### src/rtl/aud_play_sequencer.sv
// Playback sequencer between sample memory and the I2S serializer. It presents one sample per LR frame.
// Defining AUD_SEQ_UNDERRUN_CNT_EN adds a saturating underrun counter on o_underrun_cnt.
module aud_play_sequencer #(
    parameter int ADDR_W = 20,
    parameter int DATA_W = 16
) (
    input  logic              i_bclk,
    input  logic              i_rst_n,
    input  logic              i_daclrck,
    input  logic              i_start,
    input  logic              i_pause,
    input  logic              i_stop,
    input  logic              i_loop,
    input  logic [ADDR_W-1:0] i_end_addr,
    output logic              o_rd_req,
    output logic [ADDR_W-1:0] o_rd_addr,
    input  logic              i_rd_valid,
    input  logic [DATA_W-1:0] i_rd_data,
    output logic              o_player_en,
    output logic [DATA_W-1:0] o_dac_data,
    output logic [2:0]        o_state,
    output logic              o_done,
    output logic              o_underrun,
    output logic [7:0]        o_underrun_cnt
);

    typedef enum logic [2:0] {
        IDLE    = 3'd0,
        FETCH   = 3'd1,
        WAIT_LR = 3'd2,
        PAUSE   = 3'd3,
        DRAIN   = 3'd4
    } state_t;

    state_t            state, state_nx;
    logic [ADDR_W-1:0] addr, addr_nx;
    logic [ADDR_W-1:0] end_addr, end_nx;
    logic [DATA_W-1:0] buffer, buffer_nx;
    logic [DATA_W-1:0] dac_data, dac_nx;
    logic              buf_full, full_nx;
    logic              pend, pend_nx;
    logic              player_en, en_nx;
    logic              done, done_nx;
    logic              underrun, underrun_nx;
    logic              lrck_prev;
    logic              fe;
    logic              running;
    logic              pause_now;
    logic              start_ok;

    assign fe        = lrck_prev & ~i_daclrck;
    assign running   = (state == FETCH) || (state == WAIT_LR);
    assign pause_now = running && (pend || i_pause);
    assign start_ok  = i_start && !i_pause;

    // A read left open by a pause stays requested until its data lands in the buffer
    assign o_rd_req       = (state == FETCH) || ((state == PAUSE) && !buf_full);
    assign o_rd_addr      = addr;
    assign o_player_en    = player_en;
    assign o_dac_data     = dac_data;
    assign o_state        = state;
    assign o_done         = done;
    assign o_underrun     = underrun;

    always_comb begin
        state_nx    = state;
        addr_nx     = addr;
        end_nx      = end_addr;
        buffer_nx   = buffer;
        full_nx     = buf_full;
        pend_nx     = pend;
        en_nx       = player_en;
        dac_nx      = dac_data;
        done_nx     = 1'b0;
        underrun_nx = 1'b0;
        if (i_stop) begin
            state_nx = IDLE;
            addr_nx  = '0;
            full_nx  = 1'b0;
            pend_nx  = 1'b0;
            en_nx    = 1'b0;
            dac_nx   = '0;
        end else begin
            if (running && i_pause) begin
                pend_nx = 1'b1;
            end
            case (state)
                IDLE: begin
                    if (start_ok) begin
                        end_nx   = i_end_addr;
                        addr_nx  = '0;
                        full_nx  = 1'b0;
                        state_nx = FETCH;
                    end
                end
                FETCH: begin
                    if (i_rd_valid) begin
                        buffer_nx = i_rd_data;
                        full_nx   = 1'b1;
                        state_nx  = WAIT_LR;
                    end
                    // Data that arrives on the frame edge itself still counts as late
                    if (fe) begin
                        if (pause_now) begin
                            en_nx    = 1'b0;
                            pend_nx  = 1'b0;
                            state_nx = PAUSE;
                        end else begin
                            underrun_nx = 1'b1;
                        end
                    end
                end
                WAIT_LR: begin
                    if (fe) begin
                        if (pause_now) begin
                            en_nx    = 1'b0;
                            pend_nx  = 1'b0;
                            state_nx = PAUSE;
                        end else begin
                            dac_nx  = buffer;
                            en_nx   = 1'b1;
                            full_nx = 1'b0;
                            if ((addr == end_addr) && !i_loop) begin
                                state_nx = DRAIN;
                            end else begin
                                addr_nx  = (addr == end_addr) ? '0 : addr + ADDR_W'(1);
                                state_nx = FETCH;
                            end
                        end
                    end
                end
                PAUSE: begin
                    if (i_rd_valid && !buf_full) begin
                        buffer_nx = i_rd_data;
                        full_nx   = 1'b1;
                    end
                    if (start_ok) begin
                        state_nx = full_nx ? WAIT_LR : FETCH;
                    end
                end
                DRAIN: begin
                    if (fe) begin
                        en_nx    = 1'b0;
                        dac_nx   = '0;
                        done_nx  = 1'b1;
                        state_nx = IDLE;
                    end
                end
                default: begin
                    state_nx = IDLE;
                end
            endcase
        end
    end

    always_ff @(posedge i_bclk or negedge i_rst_n) begin
        if (!i_rst_n) begin
            state     <= IDLE;
            addr      <= '0;
            end_addr  <= '0;
            buffer    <= '0;
            buf_full  <= 1'b0;
            pend      <= 1'b0;
            player_en <= 1'b0;
            dac_data  <= '0;
            done      <= 1'b0;
            underrun  <= 1'b0;
            lrck_prev <= 1'b1;
        end else begin
            state     <= state_nx;
            addr      <= addr_nx;
            end_addr  <= end_nx;
            buffer    <= buffer_nx;
            buf_full  <= full_nx;
            pend      <= pend_nx;
            player_en <= en_nx;
            dac_data  <= dac_nx;
            done      <= done_nx;
            underrun  <= underrun_nx;
            lrck_prev <= i_daclrck;
        end
    end

`ifdef AUD_SEQ_UNDERRUN_CNT_EN
    logic [7:0] underrun_cnt;

    always_ff @(posedge i_bclk or negedge i_rst_n) begin
        if (!i_rst_n) begin
            underrun_cnt <= '0;
        end else if (!i_stop && (state == IDLE) && start_ok) begin
            underrun_cnt <= '0;
        end else if (underrun_nx && (underrun_cnt != 8'hFF)) begin
            underrun_cnt <= underrun_cnt + 8'd1;
        end
    end

    assign o_underrun_cnt = underrun_cnt;
`else
    assign o_underrun_cnt = 8'd0;
`endif

endmodule
### config.mk
export PLATFORM = sky130hd
export DESIGN_NAME = aud_play_sequencer
export DESIGN_NICKNAME = d
export VERILOG_FILES = /design/src/rtl/aud_play_sequencer.sv
export SDC_FILE = /design/constraint.sdc
export NUM_CORES = 1
export LEC_CHECK = 0
export CAP_MARGIN = 25
export CORE_ASPECT_RATIO = 1.4
export CORE_MARGIN = 5
export CORE_UTILIZATION = 45
export CTS_CLUSTER_DIAMETER = 200
export DETAILED_ROUTE_END_ITERATION = 8
export PLACE_DENSITY_LB_ADDON = 0.08
export SYNTH_ARGS = -nofsm -noshare
export SYNTH_HDL_FRONTEND = slang
export SYNTH_SLANG_ARGS = --single-unit
### constraint.sdc
create_clock -name i_bclk -period 2.7 [get_ports i_bclk]
set_input_delay 0.81 -clock i_bclk [delete_from_list [all_inputs] [get_ports i_bclk]]
set_output_delay 0.81 -clock i_bclk [all_outputs]
set_load 0.02 [all_outputs]
==> impl_metrics.toml <==
[sta]
period_share_pct = 91.2
hold_viol_final = 0
fin_crit_ps = 2460
worst_clock_skew_ps = 3.75
whs_ps = 405
setup_viol = 0
rsz0062_at_grt = "false"
maxSlewViolCount = 0
fin_ws_ps = 238
slew_headroom_pct = 65.0
worst_pin_slew_ps = 520
max_clock_freq_mhz = 406

[worst_setup_path]
cp.required_ps = 2950
critPathLaunch = "i_daclrck"
crit_fanout = 15
crit_path_end_kind = "flop"
reg2reg_from = "o_rd_addr[19]"
worstSetupStartpointType = "input port"
cp.depth = 7
rrSetupSlack_ps = 530
critical_path.max_stage_delay_ps = 460
critPathBufInv = 1
r2r-end = "o_rd_addr[1]"
crit_type = "input port to flop"
slowest_stage = "or3_2"
crit_family = "compound AO/OA/AOI/OAI gates"
worst-r2r-cell-count = 7
critical_path_arrival_ps = 2710
crit_chain = "clkdlybuf4s50_1 > and4bb_1 > o21ai_1 > o21ba_2 > a31o_4 > or3_2 > a21oi_1"

[place]
dp_hpwl_mm = 6.88
pre_cts_slack_ps = -102
port-buffer-count = 86
gp_congestion = 0.893

[floorplanning]
dieArea_um2 = 10800
core_area_um2 = 8610
die_h_um = 121
initial_utilization_pct = 46.1
row_count = 40
io_pins = 95
die_w_um = 89.3

[cts]
cts_inserted_buffers = 9
cts.clk_slew.worst_paths_ps = 60
clock_latency_ps = 330
cts_setup_buffers = 0
cts_max_level = 3
cts_tree = "done"
post_cts_resized = 0
cts_root_buf = "clkbuf_16"
ctsLongestPathBuffers = 2
cts_hold_buf = 0
cts.sinks = 81

[routing]
wl_per_cell_um = 15.8
drt-total-wl_mm = 9.29
drc_errors = 0
ant_nets = 0
vias = 3173
avgViaCountPerCell = 5.39
drt_iter0_markers = 148
drt_pass1_iterations = 4

[cells_and_area]
area_delta_synth_final_pct = 33.7
final_common_cell = "clkdlybuf4s50_1"
final_cell_mix = "clkdlybuf4s50_1 (85), dfrtp_1 (80), nand2_1 (60)"
drive_above_1_share_pct = 17.8
layout.nets = 525
fillCellCount = 764
utilization_pct = 61.6
diodes = 0

[pwr]
ir_drop_uv = 450
cellPowerDensity_nw_per_um2 = 735
leakage_uw = 0.00224

[grt]
grt_pass1_wl_mm = 15.3
grt_max_degree = 54
antenna_found_initial = 0
grt_pass1_vias = 3127
track_usage_pct = 18.2
grt_overflow_total = 0

[job]
maxCapViolCount = 0

[synth]
yosysTopAreaCellShare_pct = 50.5
synth_area_leaders = "dfrtp_1 (50%), mux2_2 (10%), nand2_1 (5.7%)"
async_reset_ff_share_pct = 100
ys_ff_latch = 81
syn-cell-area_um2 = 3970
synth_ff_type = "dfrtp_1"
seq_area_frac_synth_pct = 51.2
synth.avg_cell_area_um2 = 10.5
ys_warn_count = 0
synth_cell_types = 56
synth_edf_count = 0
yosys.area.top_type = "dfrtp_1"
syn_inst = 379

[status]
status = "finished, final reports clean"

[hold_path]
worstHoldPathType = "input port to async pin"
[kinds of logic after synthesis]
| group | Yosys count | synth area share, % |
|---|---|---|
| multiplexers | 37 | 10.5 |
| adder cells (fa/ha/maj) | 1 | 0.316 |
| buffers and inverters | 24 | 3.60 |
| flip-flops | 81 | 51.2 |
| AND/OR/NAND/NOR | 132 | 16.7 |
| other | 1 | 0.0946 |
| AO/OA/AOI/OAI | 82 | 13.0 |
| XOR/XNOR | 21 | 4.64 |
[synth_stat cells (4+ instances only)]
| cell type | count |
|---|---|
| o21ai_0 | 32 |
| dfrtp_1 | 80 |
| nor2b_1 | 5 |
| o31ai_1 | 7 |
| nor2_1 | 11 |
| clkbuf_1 | 8 |
| buf_2 | 4 |
| mux2_2 | 36 |
| xor2_1 | 20 |
| and2_1 | 7 |
| a22oi_1 | 7 |
| buf_4 | 8 |
| or3_1 | 5 |
| a21oi_1 | 16 |
| nor4_1 | 6 |
| nand3_1 | 11 |
| nand4_1 | 4 |
| nand2_1 | 60 |
[cell type report]
class | count | area (um^2) | share of cell area, %
clock inverter | 6 | 60.1 | 1.13
tap | 105 | 131 | 2.48
timing repair buffer | 105 | 1030 | 19.3
clock buffer | 9 | 225 | 4.25
sequential | 81 | 2030 | 38.2
inverter | 2 | 7.51 | 0.142
multi-input combinational | 281 | 1820 | 34.4
[routing by layer]
layer / track usage [%] / up-vias / share of wire (%) / wire, um
li1: - / 1539 / - / -
met1: 22.3 / 1531 / 41 / 3800
met2: 29.8 / 87 / 50 / 4660
met3: 4.82 / 16 / 6.9 / 637
met4: 7.73 / 0 / 2.0 / 187
met5: 0 / - / 0 / 0
[stage by stage]
step           cell area [um^2]  setup TNS, ps  total power (uW)  cells
2_1_floorplan              3990              0              2350    386
3_3_place_gp               5020           -225              2720    574
3_5_place_dp               5020           -402              2760    574
4_1_cts                    5300              0              3940    589
5_1_grt                    5300              0              4130    589
6_report                   5300              0              3900    589
[where the power goes]
part           switching, uW  leakage, uW  internal [uW]  total (uW)
combinational            454      0.00107            540         994
clock                    471     0.000137            705        1180
sequential               191      0.00104           1540        1730
total                   1120      0.00224           2780        3900
[how the worst max path moves through the flow]
stage,to
floorplan,o_rd_addr[11]
CTS,o_rd_req
finish,o_rd_addr[10]
global placement,o_rd_addr[11]
global route,o_rd_addr[10]
detailed placement,o_rd_addr[10]
[state kept, by name (all words and copies together), names as in the netlist, 3 cells and up]
signal and flops:
end_addr 20, o_rd_addr 20, buffer 16, o_dac_data 16, o_state 3
No activity file was read; power rests on OpenSTA's default activity.
